## config.mk

```make
export PLATFORM = sky130hd
export DESIGN_NAME = flash_audio_sequencer
export DESIGN_NICKNAME = d
export VERILOG_FILES = /design/src/rtl/flash_audio_pkg.sv /design/src/rtl/flash_addr_counter.sv /design/src/rtl/flash_audio_sequencer.sv
export SDC_FILE = /design/constraint.sdc
export NUM_CORES = 1
export LEC_CHECK = 0
export BUFFER_PORTS_ARGS = -buffer_cell sky130_fd_sc_hd__buf_4
export CORE_MARGIN = 3
export CORE_UTILIZATION = 45
export CTS_BUF_LIST = sky130_fd_sc_hd__clkbuf_2 sky130_fd_sc_hd__clkbuf_4 sky130_fd_sc_hd__clkbuf_8
export CTS_CLUSTER_DIAMETER = 30
export DETAILED_ROUTE_END_ITERATION = 12
export PLACE_DENSITY = 0.79
export REMOVE_ABC_BUFFERS = 1
export SLEW_MARGIN = 5
export SYNTH_ARGS = -nofsm -noshare
export SYNTH_HDL_FRONTEND = slang
export SYNTH_SLANG_ARGS = --single-unit
```

## constraint.sdc

```tcl
create_clock -name clock -period 2.5 [get_ports clock]
set_input_delay 0.375 -clock clock [delete_from_list [all_inputs] [get_ports clock]]
set_output_delay 0.375 -clock clock [all_outputs]
set_load 0.02 [all_outputs]
```

## src/rtl/flash_audio_pkg.sv

```systemverilog
// Shared types and constants for the flash audio playback path.
// Holds the sequencer state encoding and direction levels.
package flash_audio_pkg;

  typedef enum logic [2:0] {
    S_HOLD,
    S_FETCH,
    S_WAIT,
    S_PLAY0,
    S_PLAY1
  } seq_state_t;

  localparam logic FWD = 1'b1;
  localparam logic BWD = 1'b0;

  localparam logic [22:0] DEFAULT_MAX_ADDR = 23'h7FFFF;

endpackage

```

## src/rtl/flash_addr_counter.sv

```systemverilog
// Up/down wrapping word-address counter for the audio clip.
// Loads the clip start (0 or MAX_ADDR) and wraps at both ends.
module flash_addr_counter
  import flash_audio_pkg::*;
#(
  parameter int ADDR_W = 23,
  parameter logic [ADDR_W-1:0] MAX_ADDR = ADDR_W'(DEFAULT_MAX_ADDR)
) (
  input  logic              clock,
  input  logic              reset,
  input  logic              load,
  input  logic              load_fwd,
  input  logic              step,
  input  logic              dir,
  output logic [ADDR_W-1:0] addr
);

  always_ff @(posedge clock or posedge reset) begin
    if (reset) begin
      addr <= '0;
    end else if (load) begin
      addr <= (load_fwd == FWD) ? '0 : MAX_ADDR;
    end else if (step) begin
      if (dir == FWD)
        addr <= (addr == MAX_ADDR) ? '0 : addr + ADDR_W'(1);
      else
        addr <= (addr == '0) ? MAX_ADDR : addr - ADDR_W'(1);
    end
  end

endmodule

```

## src/rtl/flash_audio_sequencer.sv

```systemverilog
// Fetches 32-bit audio words from flash and plays them out as
// two 16-bit samples per word, one per accepted sample tick.
module flash_audio_sequencer
  import flash_audio_pkg::*;
#(
  parameter int ADDR_W = 23,
  parameter logic [ADDR_W-1:0] MAX_ADDR = ADDR_W'(DEFAULT_MAX_ADDR)
) (
  input  logic              clock,
  input  logic              reset,
  input  logic              direction,
  input  logic              pause,
  input  logic              restart,
  input  logic              sample_tick,
  output logic              flash_read,
  output logic [ADDR_W-1:0] flash_address,
  input  logic              flash_waitrequest,
  input  logic [31:0]       flash_readdata,
  input  logic              flash_readdatavalid,
  output logic [15:0]       audio_sample,
  output logic              sample_valid,
  output logic              underrun
);

  seq_state_t state, state_nx;

  logic [ADDR_W-1:0] addr;
  logic [31:0]       word;
  logic              word_dir;
  logic              restart_pend;

  logic tick_ok;
  logic load, step, accept, latch;
  logic emit, emit_hi;
  logic set_pend, clr_pend;
  logic set_under, clr_under;

  assign tick_ok       = sample_tick & ~pause;
  assign flash_address = addr;

  flash_addr_counter #(
    .ADDR_W  (ADDR_W),
    .MAX_ADDR(MAX_ADDR)
  ) u_addr (
    .clock   (clock),
    .reset   (reset),
    .load    (load),
    .load_fwd(direction),
    .step    (step),
    .dir     (direction),
    .addr    (addr)
  );

  always_ff @(posedge clock or posedge reset) begin
    if (reset) state <= S_HOLD;
    else       state <= state_nx;
  end

  always_comb begin
    state_nx   = state;
    flash_read = 1'b0;
    load       = 1'b0;
    step       = 1'b0;
    accept     = 1'b0;
    latch      = 1'b0;
    emit       = 1'b0;
    emit_hi    = 1'b0;
    set_pend   = 1'b0;
    clr_pend   = 1'b0;
    set_under  = 1'b0;
    clr_under  = 1'b0;
    unique case (state)
      S_HOLD: begin
        load      = 1'b1;
        clr_pend  = 1'b1;
        clr_under = 1'b1;
        if (!restart) state_nx = S_FETCH;
      end
      S_FETCH: begin
        flash_read = 1'b1;
        set_under  = tick_ok & ~restart;
        if (!flash_waitrequest) begin
          // An accepted request must complete; restart waits for its data.
          accept   = 1'b1;
          set_pend = restart;
          state_nx = S_WAIT;
        end else if (restart) begin
          state_nx = S_HOLD;
        end
      end
      S_WAIT: begin
        set_pend  = restart;
        set_under = tick_ok & ~restart;
        if (flash_readdatavalid) begin
          if (restart_pend || restart) begin
            state_nx = S_HOLD;
          end else begin
            latch    = 1'b1;
            state_nx = S_PLAY0;
          end
        end
      end
      S_PLAY0: begin
        if (restart) begin
          state_nx = S_HOLD;
        end else if (tick_ok) begin
          emit     = 1'b1;
          emit_hi  = (word_dir == BWD);
          state_nx = S_PLAY1;
        end
      end
      S_PLAY1: begin
        if (restart) begin
          state_nx = S_HOLD;
        end else if (tick_ok) begin
          emit     = 1'b1;
          emit_hi  = (word_dir == FWD);
          step     = 1'b1;
          state_nx = S_FETCH;
        end
      end
      default: state_nx = S_HOLD;
    endcase
  end

  always_ff @(posedge clock or posedge reset) begin
    if (reset) begin
      word         <= '0;
      word_dir     <= FWD;
      restart_pend <= 1'b0;
      audio_sample <= '0;
      sample_valid <= 1'b0;
      underrun     <= 1'b0;
    end else begin
      sample_valid <= emit;
      if (accept) word_dir <= direction;
      if (latch)  word     <= flash_readdata;
      if (emit)
        audio_sample <= emit_hi ? word[31:16] : word[15:0];
      if (clr_pend)      restart_pend <= 1'b0;
      else if (set_pend) restart_pend <= 1'b1;
      if (clr_under)      underrun <= 1'b0;
      else if (set_under) underrun <= 1'b1;
    end
  end

endmodule

```

### Yosys cells after proc, flatten, opt, wreduce, memory -nomap -nowiden

Cells that the tools add are included.

* add/subtract/negate cells: 2
* multiply operators: 0
* divide/modulo/power cells: 0
* $lt $le $gt $ge: 0
* equal/unequal tests: 10
* shift-type cells: 0
* mux-type cells: 40
* bitwise gates (word level): 5
* reductions and logical operators: 9

Operators by type and width (number)
* two-way mux 23 bit: 5
* two-way mux 3 bit: 8
* adder 23 x 1 -> 23 bit, second input constant: 1
* == test 23 x 19 -> 1 bit, second input constant: 1
* zero test 23 bit: 1
* subtractor 23 x 1 -> 23 bit, second input constant: 1
* two-way mux 1 bit: 21
* two-way mux 19 bit: 1
* two-way mux 16 bit: 1
* one-hot mux 3 bit (5 select lines): 1
* != test 3 bit, second input constant: 3
* == test 3 x 2 -> 1 bit, second input constant: 2
* nonzero test 2 bit: 3
* AND reduction 5 bit: 1
* != test 2 bit, second input constant: 2
* one-hot mux 1 bit (2 select lines): 2
* OR reduction 2 bit: 2
* == test 3 x 1 -> 1 bit, second input constant: 1
* == test 3 bit, second input constant: 1
* zero test 3 bit: 1
* NOT 1 bit: 3
* bitwise AND 1 bit: 2
* two-way mux 2 bit: 1
* logical OR 1 bit: 1

* register bits after elaboration: 78
* bits in latches: 0
* bits in writable memories: 0
* ROM bits: 0
* input bits: 40
* output and inout port bits: 42
* word-level logic and storage cells: 74
* memories kept: 0

### Depth between registers and ports, before layout

Gate-level depths: netlist (run 1).

* depth in word-level cells: 7
* gate-level depth with buffers: 9
* mapped depth without buffers: 8

### Cells and area by module

A second synthesis (run 1) with hierarchy kept.

* cells, all modules: 476
* area total of the unflattened synthesis: 4739.5 um^2

Modules (own cells, without submodules)
* flash_audio_sequencer: times used 1, cells an instance 192, area an instance 2504.9 um^2, seq. area each 1377.6 um^2
* flash_addr_counter: times used 1, cells an instance 284, area an instance 2234.6 um^2, seq. area each 575.6 um^2

### Worst setup path before layout (run 1)

OpenSTA, ideal clock, no wires.

* path type: register to register
* start: register u_addr.addr[0]
* end: register u_addr.addr[18]
* arrival time: 2.000 ns
* required time: 2.358 ns
* path slack: 0.358 ns
* stages on the path, launching flop included: 9
* buffers on the path: 0
* clock period less this slack: 2.142 ns
* path through: dfrtp_1 inv_1 ha_1 nor3b_1 nand4_1 nor4_2 xor2_1 o21ai_0 o311ai_1

* longest elaborated chain between the ends: 5
* elaborated cells on any way between the ends: 9

Ends and longest elaborated chain
* from (decl): RTL line flash_addr_counter.sv:15 `output logic [ADDR_W-1:0] addr`
* from (signal assigned): RTL line flash_addr_counter.sv:22 `addr <= (load_fwd == FWD) ? '0 : MAX_ADDR;`
* from (signal assigned): RTL line flash_addr_counter.sv:25 `addr <= (addr == MAX_ADDR) ? '0 : addr + ADDR_W'(1);`
* from (signal assigned): RTL line flash_addr_counter.sv:27 `addr <= (addr == '0) ? MAX_ADDR : addr - ADDR_W'(1);`
* subtractor 23 x 1 -> 23 bit, or another cell as far along: RTL line flash_addr_counter.sv:27
* two-way mux 23 bit, on equally long branches: RTL line flash_addr_counter.sv:27, flash_addr_counter.sv:25
* two-way mux 23 bit (*): RTL line flash_addr_counter.sv:24 `if (dir == FWD)`
* two-way mux 23 bit (*): RTL line flash_addr_counter.sv:23 `end else if (step) begin`
* two-way mux 23 bit (*): RTL line flash_addr_counter.sv:21 `end else if (load) begin`

Every way passes the cells marked *; elsewhere a longest branch is shown, timed or not. The select of a mux whose other input is x is not followed.
A chain may end at the register's enable or synchronous reset.

### Worst setup path in the final report (run 1)

* start: register u_addr.addr[2]
* end: register u_addr.addr[21]

The elaborated chain is that of the path after synthesis.

==> results.json, run 1 <==
{
  "outcome": "completed",
  "relSlewSlack_pct": 52.9,
  "drv_cap": 0,
  "antenna_found_initial": 0,
  "place.gp.congestion": 0.923,
  "overflow": 0,
  "placed_area_sq_um": 5380,
  "die_y_um": 106,
  "tns_ns": 0,
  "worstMarginPinSlew_ns": 0.703,
  "finalWirelength_um": 12000,
  "grtUsageMet2_pct": 35.2,
  "ys_types": 68,
  "hold_viol_final": 0,
  "antennaDiodeCount": 0,
  "final_common_cell": "buf_4",
  "drtIter0Drc": 252,
  "fin_crit_ns": 2.31,
  "async_flop_share_pct": 100,
  "io_buffers": 81,
  "worstPathRequired_ns": 2.73,
  "grt_busiest_layer": "met2",
  "setup_ws_ns": 0.189,
  "detailed_place_hpwl_um": 8670,
  "synth_edf_count": 0,
  "final_nets": 608,
  "drive_gt1_share_pct": 33.2,
  "use_met3_pct": 3.58,
  "core_region_area_sq_um": 9500,
  "finalCritPeriodShare_pct": 92.4,
  "total_power_mw": 6.39,
  "power.leakage_nw": 2.55,
  "cts_tree": "done",
  "drt_pre_antenna_iters": 5,
  "netlist_area_sq_um": 4530,
  "cp-start-kind": "flip-flop",
  "grt_pass1_wl_um": 20100,
  "cp.arrival_ns": 2.55,
  "clk_pin_slew_ns": 0.09,
  "num_vias": 4037,
  "fmax_mhz": 433,
  "io_pins": 82,
  "worstSetupEndpointType": "flip-flop",
  "ir_drop_mv": 0.465,
  "std_cell_rows": 35,
  "drv_slew": 0,
  "grt_usage_pct": 21.9,
  "ys.flop_type": "dfrtp_1",
  "synth_seq_cells": 78,
  "grt_util_met1_pct": 30.0,
  "cts_sinks": 78,
  "wire_per_inst_um": 17.2,
  "yosys_warnings": 0,
  "clockBufferDepth": 2,
  "die-area_sq_um": 11300,
  "netlist_instances": 472,
  "postCtsHoldBufs": 0,
  "clk_latency_ns": 0.35,
  "grt_pass1_vias": 4045,
  "power.density_nw_per_um2": 1140,
  "utilization_pct": 59.2,
  "cts_max_level": 3,
  "avgViaCountPerCell": 5.78,
  "post-route-drc-count": 0,
  "clockRootBuffer": "clkbuf_8",
  "seq_area_frac_synth_pct": 43.1,
  "avgSynthCellArea_sq_um": 9.60,
  "cts_inserted_buffers": 9,
  "crit_type": "flip-flop to flip-flop",
  "setup_viol": 0,
  "die_x_um": 106,
  "cp_max_fo": 14,
  "skew_ns": 0.0152,
  "layout_common_cells": "115 x buf_4, 77 x dfrtp_1, 47 x o21ai_0",
  "grt_max_degree": 34,
  "detail-route-antenna-nets": 0,
  "dp_slack_ns": 0.182,
  "stdcell_area_sq_um": 5620,
  "hold_path_class": "input port to asynchronous set/reset pin",
  "initial_core_util_pct": 47.7,
  "syn_to_final_growth_pct": 24.0
}
==> Yosys cell counts, types with 8 or more instances <==
library cell  instances  area share [%]
o21ai_0              47             5.2
mux2i_1              17             3.8
clkbuf_1             11            0.91
a21oi_1              20             2.2
nor3_1               15             1.7
inv_1                12            0.99
a31oi_1               8             1.1
nor2_1               29             2.4
mux2_2               33             8.2
buf_2                16             1.8
nand2_1              45             3.7
nand3_1              17             1.9
dfrtp_1              77              43
==> layout make-up <==
class / count / area (sq um)
Fill cell: 841 / 3880
Clock inverter: 6 / 92.6
Clock buffer: 10 / 131
Multi-Input combinational cell: 349 / 2370
Sequential cell: 78 / 1950
Inverter: 12 / 46.3
Tap cell: 129 / 161
Timing Repair Buffer: 115 / 863
==> stage by stage <==
step	hold slack [ns]	cells
global placement	0.453	681
finish	0.0595	699
CTS	0.0749	697
floorplan	0.441	439
detailed placement	0.463	681
global route	0.104	699
==> flip-flops by register name (all words and copies together) (netlist names) <==
name / cells
word_dir: 1
audio_sample: 16
word: 32
u_addr.addr: 23
underrun: 1
restart_pend: 1
sample_valid: 1
state: 3
==> per-layer routing <==
layer | share of wire [%] | up-vias
met5 | 0 | -
met4 | 1.9 | 0
met3 | 6.1 | 17
met2 | 49 | 152
met1 | 43 | 1944
li1 | - | 1924
==> critical path, stage by stage, from the launching register on <==
cell	delay, ns
dfrtp_1	0.54
nor4_1	0.45
nand3_1	0.35
nor4_1	0.45
o21ai_0	0.13
o21ai_0	0.18
o21ai_1	0.08
==> what timing repair did <==
item / 4_1_cts / 5_1_grt
hold endpoints to repair: 0 / 0
buffers inserted: 0 / 2
resized for setup: 0 / 2
endpoints found under the setup margin: 0 / 10
==> power by group <==
| group | switching, mW | internal [mW] | leakage, nW | total (mW) |
|---|---|---|---|---|
| registers | 0.528 | 1.80 | 0.982 | 2.32 |
| logic | 1.63 | 1.37 | 1.46 | 3.00 |
| clock network | 0.486 | 0.581 | 0.107 | 1.07 |
==> final timing paths <==
| path | from | slack, ns | to | cells past startpoint |
|---|---|---|---|---|
| min reg2reg | audio_sample[6] | 0.48 | audio_sample[6] | 2 |
| max in group asynchronous | reset | 1.70 | word[26] | 3 |
| min | reset | 0.06 | u_addr.addr[11] | 2 |
| max reg2reg | u_addr.addr[2] | 0.19 | u_addr.addr[21] | 6 |
| min in group clock | restart | 0.23 | state[2] | 2 |
| max | u_addr.addr[2] | 0.19 | u_addr.addr[21] | 6 |
==> kinds of logic (layout without fill, tap and decap cells) <==
logic type	after synthesis	after routing	synth area share, %
AOI/OAI and AO/OA	124	124	17.0
buffers and inverters	45	143	4.78
muxes	52	52	12.7
xor gates and xnor gates	10	10	1.93
and+or+nand+nor	160	160	19.7
adders and majority gates	3	3	0.828
DFF	78	78	43.1
Power figures use the tool's default switching activity.
==> run 2, diff against run 1 <==
--- a/config.mk
+++ b/config.mk
@@ -6,6 +6,7 @@
 export NUM_CORES = 1
 export LEC_CHECK = 0
 export BUFFER_PORTS_ARGS = -buffer_cell sky130_fd_sc_hd__buf_4
+export CORE_ASPECT_RATIO = 1.5
 export CORE_MARGIN = 3
 export CORE_UTILIZATION = 45
 export CTS_BUF_LIST = sky130_fd_sc_hd__clkbuf_2 sky130_fd_sc_hd__clkbuf_4 sky130_fd_sc_hd__clkbuf_8
==> results.json, run 2 (synthesis results as in run 1) <==
{
  "outcome": "completed",
  "fin_crit_ns": 2.25,
  "grt_pass1_vias": 4099,
  "syn_to_final_growth_pct": 24.6,
  "hold_ws_ns": 0.126,
  "clk_latency_ns": 0.36,
  "r2r_cells": 5,
  "postCtsHoldBufs": 0,
  "instances_no_fill": 686,
  "worstSetupEndpointType": "flip-flop",
  "detail-route-antenna-nets": 0,
  "path_cells": "or3b_2 > nor3_2 > o21ai_1 > buf_4 > o311ai_0",
  "initial_core_util_pct": 46.5,
  "clk_pin_slew_ns": 0.09,
  "cts_inserted_buffers": 9,
  "final_nets": 609,
  "regMostFlops": "word",
  "largest_reg_flops": 32,
  "clockRootBuffer": "clkbuf_8",
  "cp-start-kind": "flip-flop",
  "finalCritPeriodShare_pct": 90.2,
  "utilization_pct": 57.9,
  "drive_gt1_share_pct": 33.5,
  "cp.arrival_ns": 2.46,
  "std_cell_rows": 44,
  "io_pins": 82,
  "critical_path.top_delay_family": "simple AND/OR/NAND/NOR gates",
  "drv_slew": 0,
  "finalWirelength_um": 12400,
  "fmax_mhz": 444,
  "cts_max_level": 3,
  "worst-path-buf-inv": 1,
  "final_common_cell": "buf_4",
  "cts_sinks": 78,
  "drt_pre_antenna_iters": 5,
  "clockBufferDepth": 2,
  "antennaDiodeCount": 0,
  "ir_drop_mv": 0.603,
  "grt_max_degree": 50,
  "tns_ns": 0,
  "worstMarginPinSlew_ns": 0.708,
  "cp_num_cells": 5,
  "hold_viol_final": 0,
  "cts_tree": "done",
  "slowest_delay_ns": 0.55,
  "detailed_place_hpwl_um": 9140,
  "crit_type": "flip-flop to flip-flop",
  "skew_ns": 0.00989,
  "slowest_stage": "or3b_2",
  "grt_usage_pct": 22.1,
  "drv_cap": 0,
  "overflow": 0,
  "rsz0062_at_grt": "false",
  "grt_pass1_wl_um": 19600,
  "layout_common_cells": "114 x buf_4, 77 x dfrtp_1, 47 x o21ai_0",
  "antenna_found_initial": 0,
  "avgViaCountPerCell": 6.05,
  "cp_max_fo": 8,
  "worstPathRequired_ns": 2.71,
  "dp.cells": 669,
  "die_y_um": 129,
  "die-area_sq_um": 11300,
  "place.gp.congestion": 0.955,
  "hold_path_class": "input port to asynchronous set/reset pin",
  "die_x_um": 87.9,
  "largest_registers": "word (32), u_addr.addr (23), audio_sample (16)",
  "io_buffers": 81,
  "num_vias": 4148,
  "relSlewSlack_pct": 52.6,
  "core_region_area_sq_um": 9740,
  "setup_viol": 0,
  "power.density_nw_per_um2": 1140,
  "drtIter0Drc": 209,
  "power.leakage_nw": 2.57,
  "total_power_mw": 6.45,
  "wire_per_inst_um": 18.1,
  "post-route-drc-count": 0
}
run 2: cell types whose count changed in the layout (fill, tap and decap cells not counted):
cell and change:
inv_2 +1, clkinv_4 +1, inv_8 +1, clkinvlp_4 -1
nand3_2 +1, clkbuf_4 -1, buf_12 +2, buf_4 -1
clkinv_2 -1, nand3_1 -1
run 2: cell type report:
class | count | area, sq um
Sequential cell | 78 | 1950
Fill cell | 845 | 4100
Timing Repair Buffer | 116 | 896
Clock buffer | 9 | 124
Clock inverter | 7 | 105
Inverter | 12 | 45.0
Tap cell | 115 | 144
Multi-Input combinational cell | 349 | 2380
run 2: power breakdown:
group          total (mW)  internal (mW)  switching [mW]  leakage, nW
registers            2.34           1.80           0.549        0.982
clock network        1.09          0.578           0.516        0.112
logic                3.01           1.36            1.65         1.47
total                6.45           3.74            2.71         2.57
run 2: worst paths after layout:
kind	start	endpoint	slack (ns)
max	state[2]	u_addr.addr[15]	0.25
min in group clock	restart	state[2]	0.22
max in group asynchronous	reset	word[8]	1.68
min	reset	u_addr.addr[6]	0.13
max reg2reg	state[2]	u_addr.addr[15]	0.25
min reg2reg	audio_sample[13]	audio_sample[13]	0.49
run 2: stage by stage:
stage               cell area [sq um]  worst slack [ns]
floorplan                        4360             0.132
global placement                 5400             0.230
detailed placement               5400             0.144
CTS                              5630             0.101
global route                     5650            0.0582
finish                           5650             0.245
run 2: metal layers:
layer  global-route usage, %  part of all wire (%)  routed length, um
met5                       0                     0                  0
met4                    11.7                   4.3                540
met3                    4.74                   6.9                860
met2                    38.1                    50               6250
met1                    25.1                    38               4780
run 2: repair_timing:
action / in CTS / in global routing
setup endpoints to repair: 0 / 9
gates resized for setup: 0 / 3
buffers inserted: 0 / 1
==> run 3, diff against run 2 <==
--- a/config.mk
+++ b/config.mk
@@ -12,7 +12,7 @@
 export CTS_BUF_LIST = sky130_fd_sc_hd__clkbuf_2 sky130_fd_sc_hd__clkbuf_4 sky130_fd_sc_hd__clkbuf_8
 export CTS_CLUSTER_DIAMETER = 30
 export DETAILED_ROUTE_END_ITERATION = 12
-export PLACE_DENSITY = 0.79
+export PLACE_DENSITY = 0.69
 export REMOVE_ABC_BUFFERS = 1
 export SLEW_MARGIN = 5
 export SYNTH_ARGS = -nofsm -noshare
==> results.json, run 3 (synthesis results as in run 1) <==
{
  "fmax_mhz": 432,
  "clk_latency_ns": 0.36,
  "cts_max_level": 3,
  "clockBufferDepth": 2,
  "post-route-drc-count": 0,
  "io_buffers": 81,
  "grt_usage_pct": 22.6,
  "outcome": "completed",
  "skew_ns": 0.00800,
  "overflow": 0,
  "final_common_cell": "buf_4",
  "relSlewSlack_pct": 61.3,
  "num_vias": 4157,
  "path_cells": "ha_1 > and2_1 > nand4_1 > o21bai_1 > buf_4 > nand2b_1 > nor3b_1 > a221o_1",
  "die_x_um": 87.9,
  "rsz0062_at_grt": "false",
  "hold_viol_final": 0,
  "grtUsageMet2_pct": 38.8,
  "largest_registers": "word (32), u_addr.addr (23), audio_sample (16)",
  "grt_busiest_layer": "met2",
  "die-area_sq_um": 11300,
  "setup_viol": 0,
  "largest_reg_flops": 32,
  "grt_pass1_wl_um": 20200,
  "syn_to_final_growth_pct": 25.3,
  "antennaDiodeCount": 0,
  "seqPwrFrac_pct": 35.3,
  "total_power_mw": 6.58,
  "power.density_nw_per_um2": 1160,
  "cts_sinks": 78,
  "combPwrFrac_pct": 46.4,
  "cp.arrival_ns": 2.56,
  "io_pins": 82,
  "initial_core_util_pct": 46.5,
  "worstSetupEndpointType": "flip-flop",
  "core_region_area_sq_um": 9740,
  "place.gp.congestion": 0.964,
  "slowest_delay_ns": 0.52,
  "sw_frac_of_total_pct": 41.1,
  "ir_drop_mv": 0.623,
  "worstPathRequired_ns": 2.74,
  "die_y_um": 129,
  "drv_slew": 0,
  "std_cell_rows": 44,
  "use_met3_pct": 4.36,
  "internal-power_mw": 3.88,
  "dp_slack_ns": 0.153,
  "fin_crit_ns": 2.32,
  "grt_pass1_vias": 4101,
  "power.leakage_nw": 2.59,
  "detailed_place_hpwl_um": 9070,
  "clk_pin_slew_ns": 0.09,
  "detail-route-antenna-nets": 0,
  "switchingPower_mw": 2.71,
  "drtIter0Drc": 205,
  "drt_pre_antenna_iters": 5,
  "grt_max_degree": 79,
  "cp_max_fo": 11,
  "setup_ws_ns": 0.183,
  "wire_per_inst_um": 18.2,
  "critical_path.top_delay_family": "simple AND/OR/NAND/NOR gates",
  "p_clk_share_pct": 18.3,
  "antenna_found_initial": 0,
  "tns_ns": 0,
  "slowest_stage": "dfrtp_1",
  "cp-start-kind": "flip-flop",
  "finalCritPeriodShare_pct": 92.7,
  "finalWirelength_um": 12500,
  "cts_inserted_buffers": 9,
  "worst-path-buf-inv": 1,
  "layout_common_cells": "118 x buf_4, 77 x dfrtp_1, 47 x o21ai_0",
  "drive_gt1_share_pct": 33.6,
  "worstMarginPinSlew_ns": 0.579,
  "final_nets": 612,
  "utilization_pct": 58.3,
  "drv_cap": 0,
  "cts_tree": "done",
  "clockRootBuffer": "clkbuf_8",
  "crit_type": "flip-flop to flip-flop",
  "grt_util_met1_pct": 27.1,
  "hold_path_class": "input port to asynchronous set/reset pin",
  "avgViaCountPerCell": 6.03,
  "regMostFlops": "word"
}
[run 3: area by class of cell]
class | count | area (sq um)
Clock buffer | 10 | 138
Clock inverter | 6 | 118
Fill cell | 850 | 4060
Inverter | 12 | 45.0
Multi-Input combinational cell | 349 | 2380
Sequential cell | 78 | 1950
Tap cell | 115 | 144
Timing Repair Buffer | 119 | 906
[run 3: path summary, 6_finish.rpt]
path / start / slack, ns / depth (start not counted) / to
setup / recovery: u_addr.addr[0] / 0.18 / 8 / u_addr.addr[9]
hold / removal: reset / 0.11 / 3 / word[16]
setup reg to reg: u_addr.addr[0] / 0.18 / 8 / u_addr.addr[9]
hold reg to reg: audio_sample[7] / 0.48 / 2 / audio_sample[7]
max in group asynchronous: reset / 2.02 / 3 / word_dir
min in group clock: restart / 0.21 / 2 / state[2]
[run 3: routing by layer]
layer,wire length [um],share of wire (%)
met5,0,0
met4,395,3.2
met3,890,7.1
met2,6390,51
met1,4850,39
[run 3: worst reg2reg max path, delay by kind of cell, from the launching register on]
kind                       cells  cell delay [ns]
DFF                            1             0.52
AOI/OAI and AO/OA              2             0.46
adders and majority gates      1             0.32
and+or+nand+nor                4             0.70
buffers and inverters          1             0.20
[run 3: metrics by stage]
step	std cells	area (sq um)	hold slack [ns]
2_1_floorplan	439	4360	0.441
3_3_place_gp	672	5410	0.465
3_5_place_dp	672	5410	0.473
5_1_grt	689	5680	0.131
4_1_cts	688	5660	0.121
6_report	689	5680	0.109
[run 3: what timing repair did]
| action | CTS | global route |
|---|---|---|
| hold buffers | 0 | 0 |
| setup endpoints to repair | 0 | 4 |
| setup buffers | 0 | 1 |
| gates resized for setup | 0 | 2 |
| hold endpoints to repair | 0 | 0 |
[run 3: power groups by stage]
stage	sequential, mW	clock, mW	combinational [mW]
after CTS	2.32	1.22	3.06
after global routing	2.40	1.28	3.34
after detailed placement	2.34	0	3.04
final	2.32	1.20	3.06
after floorplan	2.62	0	1.44
after global placement	2.30	0	3.00
